==> config.mk <==
export PLATFORM = sky130hd
export DESIGN_NAME = vs_persp_divide
export DESIGN_NICKNAME = d
export VERILOG_FILES = /design/src/rtl/vs_persp_divide.sv
export SDC_FILE = /design/constraint.sdc
export NUM_CORES = 1
export LEC_CHECK = 0
export ABC_AREA = 1
export CORE_MARGIN = 5
export CORE_UTILIZATION = 54
export CTS_CLUSTER_SIZE = 14
export DETAILED_ROUTE_END_ITERATION = 8
export GPL_ROUTABILITY_DRIVEN = 0
export PLACE_DENSITY = 0.8
export RECOVER_POWER = 25
export REMOVE_ABC_BUFFERS = 1
export SLEW_MARGIN = 5
export SYNTH_ARGS = -nofsm -noshare
export SYNTH_HDL_FRONTEND = slang
export SYNTH_SLANG_ARGS = --single-unit
==> constraint.sdc <==
create_clock -name clk -period 9.7 [get_ports clk]
set_clock_uncertainty 0.05 [all_clocks]
set_input_delay 2.425 -clock clk [delete_from_list [all_inputs] [get_ports clk]]
set_output_delay 2.425 -clock clk [all_outputs]
set_load 0.01 [all_outputs]
==> src/rtl/vs_persp_divide.sv <==
// vs_persp_divide: renormalizes clip-space X/Y/Z/W products to Q.FRAC_BITS and
// divides X, Y, Z by W through one shared bit-serial restoring divider.
module vs_persp_divide #(
  parameter int FIXED_WIDTH = 16,
  parameter int FRAC_BITS   = 8
) (
  input  logic                            clk,
  input  logic                            rst,
  input  logic                            in_valid,
  output logic                            in_ready,
  input  logic signed [2*FIXED_WIDTH-1:0] Y0,
  input  logic signed [2*FIXED_WIDTH-1:0] Y1,
  input  logic signed [2*FIXED_WIDTH-1:0] Y2,
  input  logic signed [2*FIXED_WIDTH-1:0] Y3,
  output logic                            out_valid,
  input  logic                            out_ready,
  output logic signed [FIXED_WIDTH-1:0]   out_x,
  output logic signed [FIXED_WIDTH-1:0]   out_y,
  output logic signed [FIXED_WIDTH-1:0]   out_z,
  output logic signed [FIXED_WIDTH-1:0]   out_w,
  output logic                            out_clip
);

  localparam int DIV_CYCLES = FIXED_WIDTH + FRAC_BITS;
  localparam int YW         = 2 * FIXED_WIDTH;
  localparam int CW         = $clog2(DIV_CYCLES);

  localparam logic [CW-1:0]                L_LAST    = CW'(DIV_CYCLES - 1);
  localparam logic [CW-1:0]                L_CNT_ONE = CW'(1);
  localparam logic [CW-1:0]                L_CNT_ZERO = CW'(0);
  localparam logic signed [YW-1:0]         L_NMAX = {{(FIXED_WIDTH+1){1'b0}}, {(FIXED_WIDTH-1){1'b1}}};
  localparam logic signed [YW-1:0]         L_NMIN = {{(FIXED_WIDTH+1){1'b1}}, {(FIXED_WIDTH-1){1'b0}}};
  localparam logic [DIV_CYCLES-1:0]        L_QMAX = {{(FRAC_BITS+1){1'b0}}, {(FIXED_WIDTH-1){1'b1}}};
  localparam logic [FIXED_WIDTH-1:0]       L_ONE  = {{(FIXED_WIDTH-1){1'b0}}, 1'b1};
  localparam logic signed [FIXED_WIDTH-1:0] L_ZERO = {FIXED_WIDTH{1'b0}};

  typedef enum logic [1:0] {
    S_IDLE = 2'd0,
    S_NORM = 2'd1,
    S_DIV  = 2'd2,
    S_DONE = 2'd3
  } state_t;

  // Arithmetic shift down to Q.FRAC_BITS, clamped to the signed FIXED_WIDTH range.
  function automatic logic signed [FIXED_WIDTH-1:0] f_norm(input logic signed [YW-1:0] y);
    logic signed [YW-1:0] s;
    s = y >>> FRAC_BITS;
    if (s > L_NMAX)      f_norm = L_NMAX[FIXED_WIDTH-1:0];
    else if (s < L_NMIN) f_norm = L_NMIN[FIXED_WIDTH-1:0];
    else                 f_norm = s[FIXED_WIDTH-1:0];
  endfunction

  function automatic logic [DIV_CYCLES-1:0] f_dividend(input logic signed [FIXED_WIDTH-1:0] n);
    logic [FIXED_WIDTH-1:0] mag;
    if (n[FIXED_WIDTH-1]) mag = ~n + L_ONE;
    else                  mag = n;
    f_dividend = {mag, {FRAC_BITS{1'b0}}};
  endfunction

  function automatic logic signed [FIXED_WIDTH-1:0] f_result(input logic [DIV_CYCLES-1:0] q,
                                                             input logic neg);
    logic [FIXED_WIDTH-1:0] mag;
    if (q > L_QMAX) mag = L_QMAX[FIXED_WIDTH-1:0];
    else            mag = q[FIXED_WIDTH-1:0];
    if (neg) f_result = ~mag + L_ONE;
    else     f_result = mag;
  endfunction

  state_t                        r_state;
  state_t                        w_next;
  logic signed [YW-1:0]          r_y0, r_y1, r_y2, r_y3;
  logic signed [FIXED_WIDTH-1:0] r_ny, r_nz, r_wn;
  logic [1:0]                    r_comp;
  logic [CW-1:0]                 r_cnt;
  logic [DIV_CYCLES-1:0]         r_dvd;
  logic [FIXED_WIDTH-1:0]        r_rem;
  logic                          r_neg;
  logic                          r_out_valid;

  logic signed [FIXED_WIDTH-1:0] w_nx, w_ny, w_nz, w_wn, w_next_n, w_res;
  logic                          w_clip, w_ge, w_last;
  logic [FIXED_WIDTH:0]          w_trial;
  logic [FIXED_WIDTH-1:0]        w_rem_next;
  logic [DIV_CYCLES-1:0]         w_quo_next;

  assign w_nx     = f_norm(r_y0);
  assign w_ny     = f_norm(r_y1);
  assign w_nz     = f_norm(r_y2);
  assign w_wn     = f_norm(r_y3);
  assign w_clip   = (w_wn <= L_ZERO);

  // Dividend bits leave r_dvd at the top while quotient bits enter at the bottom.
  assign w_trial    = {r_rem, r_dvd[DIV_CYCLES-1]};
  assign w_ge       = (w_trial >= {1'b0, r_wn});
  assign w_rem_next = w_ge ? FIXED_WIDTH'(w_trial - {1'b0, r_wn}) : w_trial[FIXED_WIDTH-1:0];
  assign w_quo_next = {r_dvd[DIV_CYCLES-2:0], w_ge};
  assign w_last     = (r_cnt == L_LAST);
  assign w_res      = f_result(w_quo_next, r_neg);
  assign w_next_n   = (r_comp == 2'd0) ? r_ny : r_nz;

  assign in_ready  = (r_state == S_IDLE);
  assign out_valid = r_out_valid;

  always_ff @(posedge clk or posedge rst) begin
    if (rst) r_state <= S_IDLE;
    else     r_state <= w_next;
  end

  always_comb begin
    w_next = r_state;
    case (r_state)
      S_IDLE: begin
        if (in_valid) w_next = S_NORM;
        else          w_next = S_IDLE;
      end
      S_NORM: begin
        if (w_clip) w_next = S_DONE;
        else        w_next = S_DIV;
      end
      S_DIV: begin
        if (w_last && (r_comp == 2'd2)) w_next = S_DONE;
        else                            w_next = S_DIV;
      end
      S_DONE: begin
        if (r_out_valid && out_ready) w_next = S_IDLE;
        else                          w_next = S_DONE;
      end
      default: w_next = S_IDLE;
    endcase
  end

  // Datapath: capture, normalize, serial divide, and the output handshake register.
  always_ff @(posedge clk or posedge rst) begin
    if (rst) begin
      r_y0        <= {YW{1'b0}};
      r_y1        <= {YW{1'b0}};
      r_y2        <= {YW{1'b0}};
      r_y3        <= {YW{1'b0}};
      r_ny        <= L_ZERO;
      r_nz        <= L_ZERO;
      r_wn        <= L_ZERO;
      r_comp      <= 2'd0;
      r_cnt       <= L_CNT_ZERO;
      r_dvd       <= {DIV_CYCLES{1'b0}};
      r_rem       <= {FIXED_WIDTH{1'b0}};
      r_neg       <= 1'b0;
      r_out_valid <= 1'b0;
      out_x       <= L_ZERO;
      out_y       <= L_ZERO;
      out_z       <= L_ZERO;
      out_w       <= L_ZERO;
      out_clip    <= 1'b0;
    end else begin
      case (r_state)
        S_IDLE: begin
          if (in_valid) begin
            r_y0 <= Y0;
            r_y1 <= Y1;
            r_y2 <= Y2;
            r_y3 <= Y3;
          end
        end
        S_NORM: begin
          r_ny   <= w_ny;
          r_nz   <= w_nz;
          r_wn   <= w_wn;
          out_w  <= w_wn;
          r_comp <= 2'd0;
          r_cnt  <= L_CNT_ZERO;
          r_rem  <= {FIXED_WIDTH{1'b0}};
          r_dvd  <= f_dividend(w_nx);
          r_neg  <= w_nx[FIXED_WIDTH-1];
          if (w_clip) begin
            out_x    <= L_ZERO;
            out_y    <= L_ZERO;
            out_z    <= L_ZERO;
            out_clip <= 1'b1;
          end else begin
            out_clip <= 1'b0;
          end
        end
        S_DIV: begin
          if (w_last) begin
            case (r_comp)
              2'd0:    out_x <= w_res;
              2'd1:    out_y <= w_res;
              default: out_z <= w_res;
            endcase
            r_comp <= r_comp + 2'd1;
            r_cnt  <= L_CNT_ZERO;
            r_rem  <= {FIXED_WIDTH{1'b0}};
            r_dvd  <= f_dividend(w_next_n);
            r_neg  <= w_next_n[FIXED_WIDTH-1];
          end else begin
            r_cnt <= r_cnt + L_CNT_ONE;
            r_rem <= w_rem_next;
            r_dvd <= w_quo_next;
          end
        end
        S_DONE: begin
          if (!r_out_valid)   r_out_valid <= 1'b1;
          else if (out_ready) r_out_valid <= 1'b0;
        end
        default: r_out_valid <= 1'b0;
      endcase
    end
  end

endmodule

==> flow_metrics.env, run 1 <==
export IMPL_ir_drop_mv=0.1892
export IMPL_tightest_slew_ps=1632
export IMPL_drive_gt1_share_pct=10.64
export IMPL_vias=10380
export IMPL_h_tree_depth=1
export IMPL_antenna_found_initial=0
export IMPL_hold_ws_ps=427.5
export IMPL_min_delay_path_class="reg2reg"
export IMPL_r2r_setup_slack_ps=5230
export IMPL_ant_nets=0
export IMPL_area_delta_synth_final_pct=21.59
export IMPL_grt_setup_unrepaired="no"
export IMPL_p_per_area_nw_per_um2=334.9
export IMPL_grt_max_degree=117
export IMPL_nets=1756
export IMPL_critPathMaxFanout=76
export IMPL_cts_tree="built"
export IMPL_path_cells="dlygate4sd3_1 > nand2_1 > buf_4 > mux2_2"
export IMPL_setup_viol=0
export IMPL_clock_path_buffers=3
export IMPL_grt_use_total_pct=21.98
export IMPL_rows=55
export IMPL_cp_slowest_stage_delay_ps=870
export IMPL_antenna_cells=0
export IMPL_ys_seq_area_share_pct=48.89
export IMPL_synth_edff_count=0
export IMPL_grt_first_pass_wirelength_um=48760
export IMPL_yosysUniqueCellTypes=51
export IMPL_netlist_area_um2=12490
export IMPL_drc=0
export IMPL_outcome="finished, violations left"
export IMPL_dp_cells=1852
export IMPL_relSlewSlack_pct=-8.798
export IMPL_wirelength_um=28790
export IMPL_cts_sinks=244
export IMPL_cp_arrival_ps=5160
export IMPL_clk_root_buffer_cell="clkbuf_16"
export IMPL_hold_viol=0
export IMPL_drt_iter0_markers=774
export IMPL_start_util_pct=55.00
export IMPL_synth_top_flop_cell="dfrtp_1"
export IMPL_cts_setup_buffers=0
export IMPL_period_share_pct=49.42
export IMPL_cp_end_kind="flop"
export IMPL_worstPathRequired_ps=10070
export IMPL_io_pins=199
export IMPL_die_w_um=162.1
export IMPL_vias_per_cell=5.462
export IMPL_grt_overflow=0
export IMPL_crit_path_start="in_valid"
export IMPL_fin_crit_ps=4794
export IMPL_worstSetupPathType="in2reg"
export IMPL_grt_pass1_vias=10210
export IMPL_fin_setup_tns_ps=0
export IMPL_r2r_start="r_state[1]"
export IMPL_async_reset_ff_share_pct=100.0
export IMPL_numCtsBuffers=27
export IMPL_hold_buffers=0
export IMPL_setup_ws_ps=4906
export IMPL_routedWlPerCell_um=15.14
export IMPL_die_area_um2=26270
export IMPL_die_y_um=162.1
export IMPL_dp_hpwl_um=20500
export IMPL_place_ws_ps=5065
export IMPL_ys_seq_elements=244
export IMPL_cts_resized_gates=0
export IMPL_path_buf_inv=2
export IMPL_fmax_ghz=0.2086
export IMPL_crit_path_top_delay_cell="buf_4"
export IMPL_insertion_delay_ps=530
export IMPL_cts_clk_slew_worst_paths_ps=60
export IMPL_drv_slew=66
export IMPL_min_delay_start="out_y[6]"
export IMPL_numPortBuffers=166
export IMPL_syn_avg_cell_area_um2=8.607
export IMPL_cap_violations=2
export IMPL_first_pass_iters=5
export IMPL_p_leak_nw=7.139
export IMPL_instances_no_fill=1901
export IMPL_core_um2=22710
export IMPL_cp_top_family="buffers and inverters"
export IMPL_postSynthCellCount=1451
export IMPL_yosys_warnings=0
export IMPL_start_kind="input pin"
export IMPL_violations="capacitance limit, slew limit"
[worst paths after layout]
kind / cells after the start / to
max in group asynchronous: 3 / out_x[7]
max: 4 / r_y0[16]
max reg2reg: 12 / out_x[11]
min in group asynchronous: 2 / r_y2[24]
min: 2 / out_y[6]
min reg2reg: 2 / out_y[6]
[cells by family (layout without fill, tap and decap cells)]
family | count (synthesis) | in the layout | share of synthesized area, %
buffers and inverters | 188 | 353 | 6.241
multiplexers | 91 | 91 | 8.195
XOR/XNOR | 14 | 14 | 0.9818
flip-flops | 244 | 244 | 48.89
adder cells (fa/ha/maj) | 28 | 28 | 2.865
AND/OR/NAND/NOR | 636 | 636 | 21.49
AO/OA/AOI/OAI | 250 | 250 | 11.34
[flip-flops by register name, indices dropped and copies added, names as in the netlist]
name / cells
r_y3: 24
r_ny: 16
r_y2: 24
r_cnt: 5
r_wn: 16
r_y1: 24
out_y: 16
out_z: 16
r_state: 2
r_comp: 2
out_clip: 1
r_dvd: 24
r_nz: 16
out_x: 16
r_y0: 24
r_rem: 16
r_neg: 1
out_valid: 1
[placed cells by master, fill, tap and decap left out, drive strengths merged, types with 2 or more instances in the layout]
cell           count
nor4               5
a32o               3
a22oi             10
xnor2              6
nor3               6
buf                5
dfrtp            244
nand4             13
o21a               3
a21oi             67
mux2              90
bufinv             2
inv              130
nand2            366
clkbuf            43
nand3             74
or2                4
clkdlybuf4s50    163
a41oi              2
nor2             162
o22ai             27
ha                27
clkinv             6
a31oi             13
a21boi             2
nand3b             4
o211ai            10
dlygate4sd3        3
o21bai             2
xor2               8
o21ai            108
[final cells by class]
type	instances	area, um^2
Timing Repair Buffer	173	1707
Multi-Input combinational cell	1019	5608
Sequential cell	244	6106
Clock buffer	41	798.3
Clock inverter	8	106.4
Fill cell	1858	7523
Inverter	131	504.2
Tap cell	285	356.6
[worst register-to-register path: stages, from the launching register on]
cell	delay (ps)
dfrtp_1	420
inv_1	100
ha_1	140
clkbuf_1	1180
inv_1	170
clkbuf_1	700
nor2_1	410
inv_1	90
nand2_1	90
nand3_2	450
clkinv_1	390
nand4_1	130
nand2_1	90
[Yosys cell counts, types with 4 or more instances]
cell type / number / area share, %
a21oi_1: 66 / 2.6
a22oi_1: 10 / 0.60
a31oi_1: 13 / 0.65
buf_1: 4 / 0.12
buf_2: 10 / 0.40
buf_6: 6 / 0.54
clkbuf_1: 34 / 1.0
dfrtp_1: 244 / 49
ha_1: 27 / 2.7
inv_1: 121 / 3.6
inv_2: 5 / 0.15
mux2_2: 90 / 8.1
nand2_1: 359 / 11
nand2_4: 4 / 0.36
nand3_1: 71 / 2.8
nand3b_1: 4 / 0.24
nand4_1: 13 / 0.65
nor2_1: 154 / 4.6
nor2_2: 4 / 0.20
nor3_1: 4 / 0.16
nor4_1: 5 / 0.25
o211ai_1: 10 / 0.60
o21ai_0: 74 / 3.0
o21ai_1: 31 / 1.2
o22ai_1: 27 / 1.4
xnor2_1: 6 / 0.42
xor2_1: 8 / 0.56
[stage by stage]
| step | total power [mW] | area (um^2) | util, % |
|---|---|---|---|
| finish | 5.086 | 15190 | 66.87 |
| CTS | 5.119 | 15200 | 66.92 |
| global route | 5.492 | 15190 | 66.87 |
| floorplan | 3.319 | 12210 | - |
| detailed placement | 4.069 | 14290 | 62.94 |
| global placement | 3.980 | 14290 | 62.94 |
[layer usage]
layer	GRT usage, %	up-vias	part of all wire, %
met1	29.60	4974	43
met5	0	-	0
met3	3.121	52	5.4
met2	37.52	265	49
li1	-	5093	-
met4	6.075	0	2.3
[report_power, final]
group | total [mW] | internal (mW) | switching [mW] | leakage, nW
clock network | 1.03 | 0.621 | 0.408 | 0.442
registers | 1.75 | 1.46 | 0.284 | 3.01
logic | 2.31 | 0.953 | 1.36 | 3.69
total | 5.09 | 3.04 | 2.05 | 7.14
Power figures use the tool's default switching activity.
==> inputs of run 2 (changes only) <==
CORE_UTILIZATION = 49   (was 54)
PLACE_DENSITY = 0.77   (was 0.8)
clock period = 3.85 ns   (was 9.7 ns; I/O delays follow)
==> run 2 against run 1 <==
The flow still finishes with violations (capacitance limit, slew limit); highest routed layer unchanged; non-clock buffer count grew 12; critical path depth rose by 8; utilization fell by 5.8 points; sequential share of layout area fell by 0.37 points; die area is 9.6% higher; first-iteration DRC count is 0.39% higher.
==> flow_metrics.env, run 2 (synthesis results as in run 1) <==
export IMPL_outcome="finished, violations left"
export IMPL_violations="capacitance limit, slew limit"
export IMPL_final_common_cell="nand2_1"
export IMPL_hold_buffers=0
export IMPL_dp_hpwl_um=21350
export IMPL_critPathMaxFanout=24
export IMPL_cp_top_family="buffers and inverters"
export IMPL_dp_cells=1909
export IMPL_vias=10410
export IMPL_wirelength_um=30000
export IMPL_cts_clk_slew_worst_paths_ps=60
export IMPL_path_cells="inv_1 > ha_1 > buf_4 > inv_1 > nor2_1 > buf_4 > inv_2 > nor2_1 > inv_2 > a21oi_1 > o21ai_0 > o21ai_0"
export IMPL_area_delta_synth_final_pct=22.72
export IMPL_setup_viol=0
export IMPL_fin_setup_tns_ps=0
export IMPL_vias_per_cell=5.318
export IMPL_min_path_cells=2
export IMPL_drive_gt1_share_pct=11.43
export IMPL_path_buf_inv=6
export IMPL_crit_path_top_delay_cell="nor2_1"
export IMPL_grt_pass1_vias=10380
export IMPL_worstSetupPathType="reg2reg"
export IMPL_rows=58
export IMPL_io_pins=199
export IMPL_cts_setup_buffers=0
export IMPL_antenna_found_initial=0
export IMPL_ant_nets=0
export IMPL_min_delay_path_class="reg2reg"
export IMPL_start_util_pct=49.74
export IMPL_die_w_um=169.7
export IMPL_r2r_start="r_state[0]"
export IMPL_cts_sinks=244
export IMPL_relSlewSlack_pct=-38.24
export IMPL_numPortBuffers=166
export IMPL_fmax_ghz=0.2944
export IMPL_drc=0
export IMPL_p_leak_nw=7.195
export IMPL_h_tree_depth=1
export IMPL_fin_crit_ps=3397
export IMPL_clock_path_buffers=3
export IMPL_first_pass_iters=5
export IMPL_grt_max_degree=93
export IMPL_p_per_area_nw_per_um2=841.1
export IMPL_worstPathRequired_ps=4230
export IMPL_grt_setup_unrepaired="no"
export IMPL_cts_tree="built"
export IMPL_start_kind="flop"
export IMPL_r2r_end="r_rem[15]"
export IMPL_final_cell_mix="358 x nand2_1, 244 x dfrtp_1, 164 x clkdlybuf4s50_1"
export IMPL_cts_resized_gates=0
export IMPL_drv_slew=172
export IMPL_grt_overflow=0
export IMPL_nets=1768
export IMPL_cp_end_kind="flop"
export IMPL_r2r_cells=12
export IMPL_drt_iter0_markers=777
export IMPL_crit_path_start="r_state[0]"
export IMPL_grt_use_total_pct=21.04
export IMPL_period_share_pct=88.24
export IMPL_core_um2=25110
export IMPL_antenna_cells=0
export IMPL_place_area_um2=14460
export IMPL_tightest_slew_ps=2074
export IMPL_clk_root_buffer_cell="clkbuf_16"
export IMPL_hold_ws_ps=426.0
export IMPL_cp_arrival_ps=3770
export IMPL_min_to="out_y[4]"
export IMPL_cap_violations=3
export IMPL_hold_viol=0
export IMPL_cp_slowest_stage_delay_ps=620
export IMPL_ir_drop_mv=0.4356
export IMPL_die_area_um2=28780
export IMPL_final_area_um2=15330
export IMPL_insertion_delay_ps=530
export IMPL_routedWlPerCell_um=15.33
export IMPL_min_delay_start="out_y[4]"
export IMPL_r2r_setup_slack_ps=450
export IMPL_numCtsBuffers=27
export IMPL_die_y_um=169.7
export IMPL_instances_no_fill=1957
export IMPL_grt_first_pass_wirelength_um=50700
-- run 2: cell types whose count changed in the layout (fill, tap and decap cells not counted), moves of 2 or more --
cell,previous run,this run
buf_4,5,15
clkinv_2,2,8
clkbuf_1,9,6
buf_12,0,2
clkbuf_8,7,5
clkinvlp_4,1,3
inv_8,2,0
-- run 2: per-stage QoR --
| stage | power [mW] | setup slack, ps | utilization, % |
|---|---|---|---|
| final | 12.89 | 452.7 | 61.04 |
| after global routing | 13.94 | 264.5 | 61.04 |
| after CTS | 12.97 | 710.1 | 61.09 |
| after detailed placement | 10.36 | 728.7 | 57.60 |
| after global placement | 10.13 | 794.8 | 57.60 |
| after floorplan | 8.362 | -3864 | - |
-- run 2: power breakdown --
group | leakage, nW | internal [mW] | switching [mW]
registers | 3.01 | 3.69 | 0.725
logic | 3.75 | 2.45 | 3.48
clock network | 0.433 | 1.51 | 1.04
-- run 2: layer usage --
layer,track usage (%),vias up,part of all wire (%)
met5,0,-,0
met1,27.76,5006,43
li1,-,5110,-
met2,36.98,254,50
met3,3.308,38,5.4
met4,4.270,0,1.8
-- run 2: worst max path at each step --
stage                     slack, ps        end  cells past startpoint
final                           450  r_rem[15]                     12
after global placement          790  out_x[10]                     19
after detailed placement        730  r_rem[15]                     12
after CTS                       710  r_rem[15]                     12
after global routing            260  r_rem[12]                     12
after floorplan               -3860   out_clip                      1
-- run 2: worst register-to-register path: cells and delay by family, from the launching register on --
kind,cells,cell delay [ps]
buf+inv,6,1420
compound gates,3,370
flops,1,430
simple gates,2,860
fa+ha+maj,1,150
-- run 2: layout make-up --
cell class,instances,area [um^2]
fill,2212,9782
sequential,244,6106
multi-input combinational,1019,5612
timing repair buffer,185,1822
clock buffer,36,759.5
inverter,131,500.5
tap,330,412.9
clock inverter,12,115.1
==> inputs of run 3 (changes only) <==
CAP_MARGIN = 20   (was unset)
CORE_MARGIN = unset   (was 5)
==> run 3 against run 2 <==
The run ends with DRC, capacitance limit, slew limit left; clock-buffer cell count up 5; combinational power about the same; setup slack better by 150 ps; final area up 0.20%; cell count about the same; routed wire length down 2.6%; clock power about the same; critical path type unchanged; largest power group unchanged.
==> flow_metrics.env, run 3 (synthesis results as in run 1) <==
export IMPL_outcome="finished, violations left"
export IMPL_violations="DRC, capacitance limit, slew limit"
export IMPL_first_pass_iters=8
export IMPL_cts_clk_slew_worst_paths_ps=60
export IMPL_nets=1768
export IMPL_wirelength_um=29230
export IMPL_insertion_delay_ps=540
export IMPL_clock_path_buffers=3
export IMPL_numCtsBuffers=27
export IMPL_relSlewSlack_pct=-49.32
export IMPL_grt_max_degree=86
export IMPL_place_ws_ps=707.2
export IMPL_r2r_setup_slack_ps=600
export IMPL_final_common_cell="nand2_1"
export IMPL_drive_gt1_share_pct=11.37
export IMPL_cp_end_kind="flop"
export IMPL_p_leak_nw=7.221
export IMPL_cap_violations=4
export IMPL_cts_sinks=244
export IMPL_antenna_found_initial=1
export IMPL_die_w_um=161.7
export IMPL_grt_first_pass_wirelength_um=49180
export IMPL_start_util_pct=49.74
export IMPL_cts_setup_buffers=0
export IMPL_critPathMaxFanout=44
export IMPL_rows=58
export IMPL_place_area_um2=14480
export IMPL_io_pins=199
export IMPL_routedWlPerCell_um=14.93
export IMPL_power_total_mw=12.90
export IMPL_grt_overflow=0
export IMPL_cts_tree="built"
export IMPL_cp_arrival_ps=3610
export IMPL_final_area_um2=15360
export IMPL_dp_hpwl_um=20780
export IMPL_worstPathRequired_ps=4210
export IMPL_vias_per_cell=5.294
export IMPL_setup_ws_ps=600.1
export IMPL_h_tree_depth=1
export IMPL_core_um2=25110
export IMPL_cts_resized_gates=0
export IMPL_hold_viol=0
export IMPL_p_per_area_nw_per_um2=840.1
export IMPL_min_delay_path_class="reg2reg"
export IMPL_vias=10370
export IMPL_ir_drop_mv=0.4748
export IMPL_grt_setup_unrepaired="no"
export IMPL_instances_no_fill=1958
export IMPL_die_y_um=161.7
export IMPL_grt_use_total_pct=22.95
export IMPL_area_delta_synth_final_pct=22.97
export IMPL_grt_pass1_vias=10180
export IMPL_final_util_pct=61.17
export IMPL_tightest_slew_ps=2237
export IMPL_worstSetupPathType="reg2reg"
export IMPL_clk_root_buffer_cell="clkbuf_16"
export IMPL_period_share_pct=84.41
export IMPL_die_area_um2=26130
export IMPL_start_kind="flop"
export IMPL_drc=2
export IMPL_hold_buffers=0
export IMPL_setup_viol=0
export IMPL_final_cell_mix="359 x nand2_1, 244 x dfrtp_1, 165 x clkdlybuf4s50_1"
export IMPL_fmax_ghz=0.3077
export IMPL_drt_iter0_markers=681
export IMPL_drv_slew=182
export IMPL_fin_crit_ps=3250
export IMPL_numPortBuffers=166
export IMPL_ant_nets=0
export IMPL_dp_cells=1909
-- run 3: worst max-delay path: stages (launching register included) --
cell,delay [ps]
dfrtp_1,410
inv_1,80
ha_1,290
clkbuf_1,1440
o211ai_1,320
a21oi_1,450
a21oi_1,70
-- run 3: final cells by class --
class / count / area [um^2]
flip-flops and latches: 244 / 6106
clock buffers: 41 / 838.3
multi-input cells: 1019 / 5604
well taps: 330 / 412.9
fillers: 2200 / 9751
repair buffers: 185 / 1834
clock inverters: 7 / 63.81
diodes: 1 / 2.502
inverters: 131 / 496.7
-- run 3: final timing paths --
kind,start,end,cells past startpoint
worst max register to register,r_state[1],r_dvd[23],6
worst max-delay path,r_state[1],r_dvd[23],6
worst min-delay path,r_nz[7],r_nz[7],2
min in group asynchronous,rst,r_y1[23],2
max in group asynchronous,rst,r_y3[23],3
worst min register to register,r_nz[7],r_nz[7],2
-- run 3: per-layer routing --
metal  GRT usage (%)  vias to the layer above  part of all wire, %
li1                -                     5122                    -
met1           30.75                     4952                   44
met2           38.77                      239                   49
met3           3.371                       52                  4.9
met4           6.604                        0                  2.1
met5               0                        -                    0
-- run 3: stage by stage --
step	hold slack (ps)	TNS, ps
after floorplan	397.9	-942820
after global placement	410.7	0
after detailed placement	418.9	0
after CTS	433.5	0
after global routing	458.5	0
final	430.0	0
-- run 3: power by group --
part           switching [mW]  leakage [nW]  total, mW  internal (mW)
clock network            1.02         0.454       2.58           1.56
registers               0.727          3.01       4.41           3.69
logic                    3.43          3.76       5.91           2.48
total                    5.18          7.22       12.9           7.72
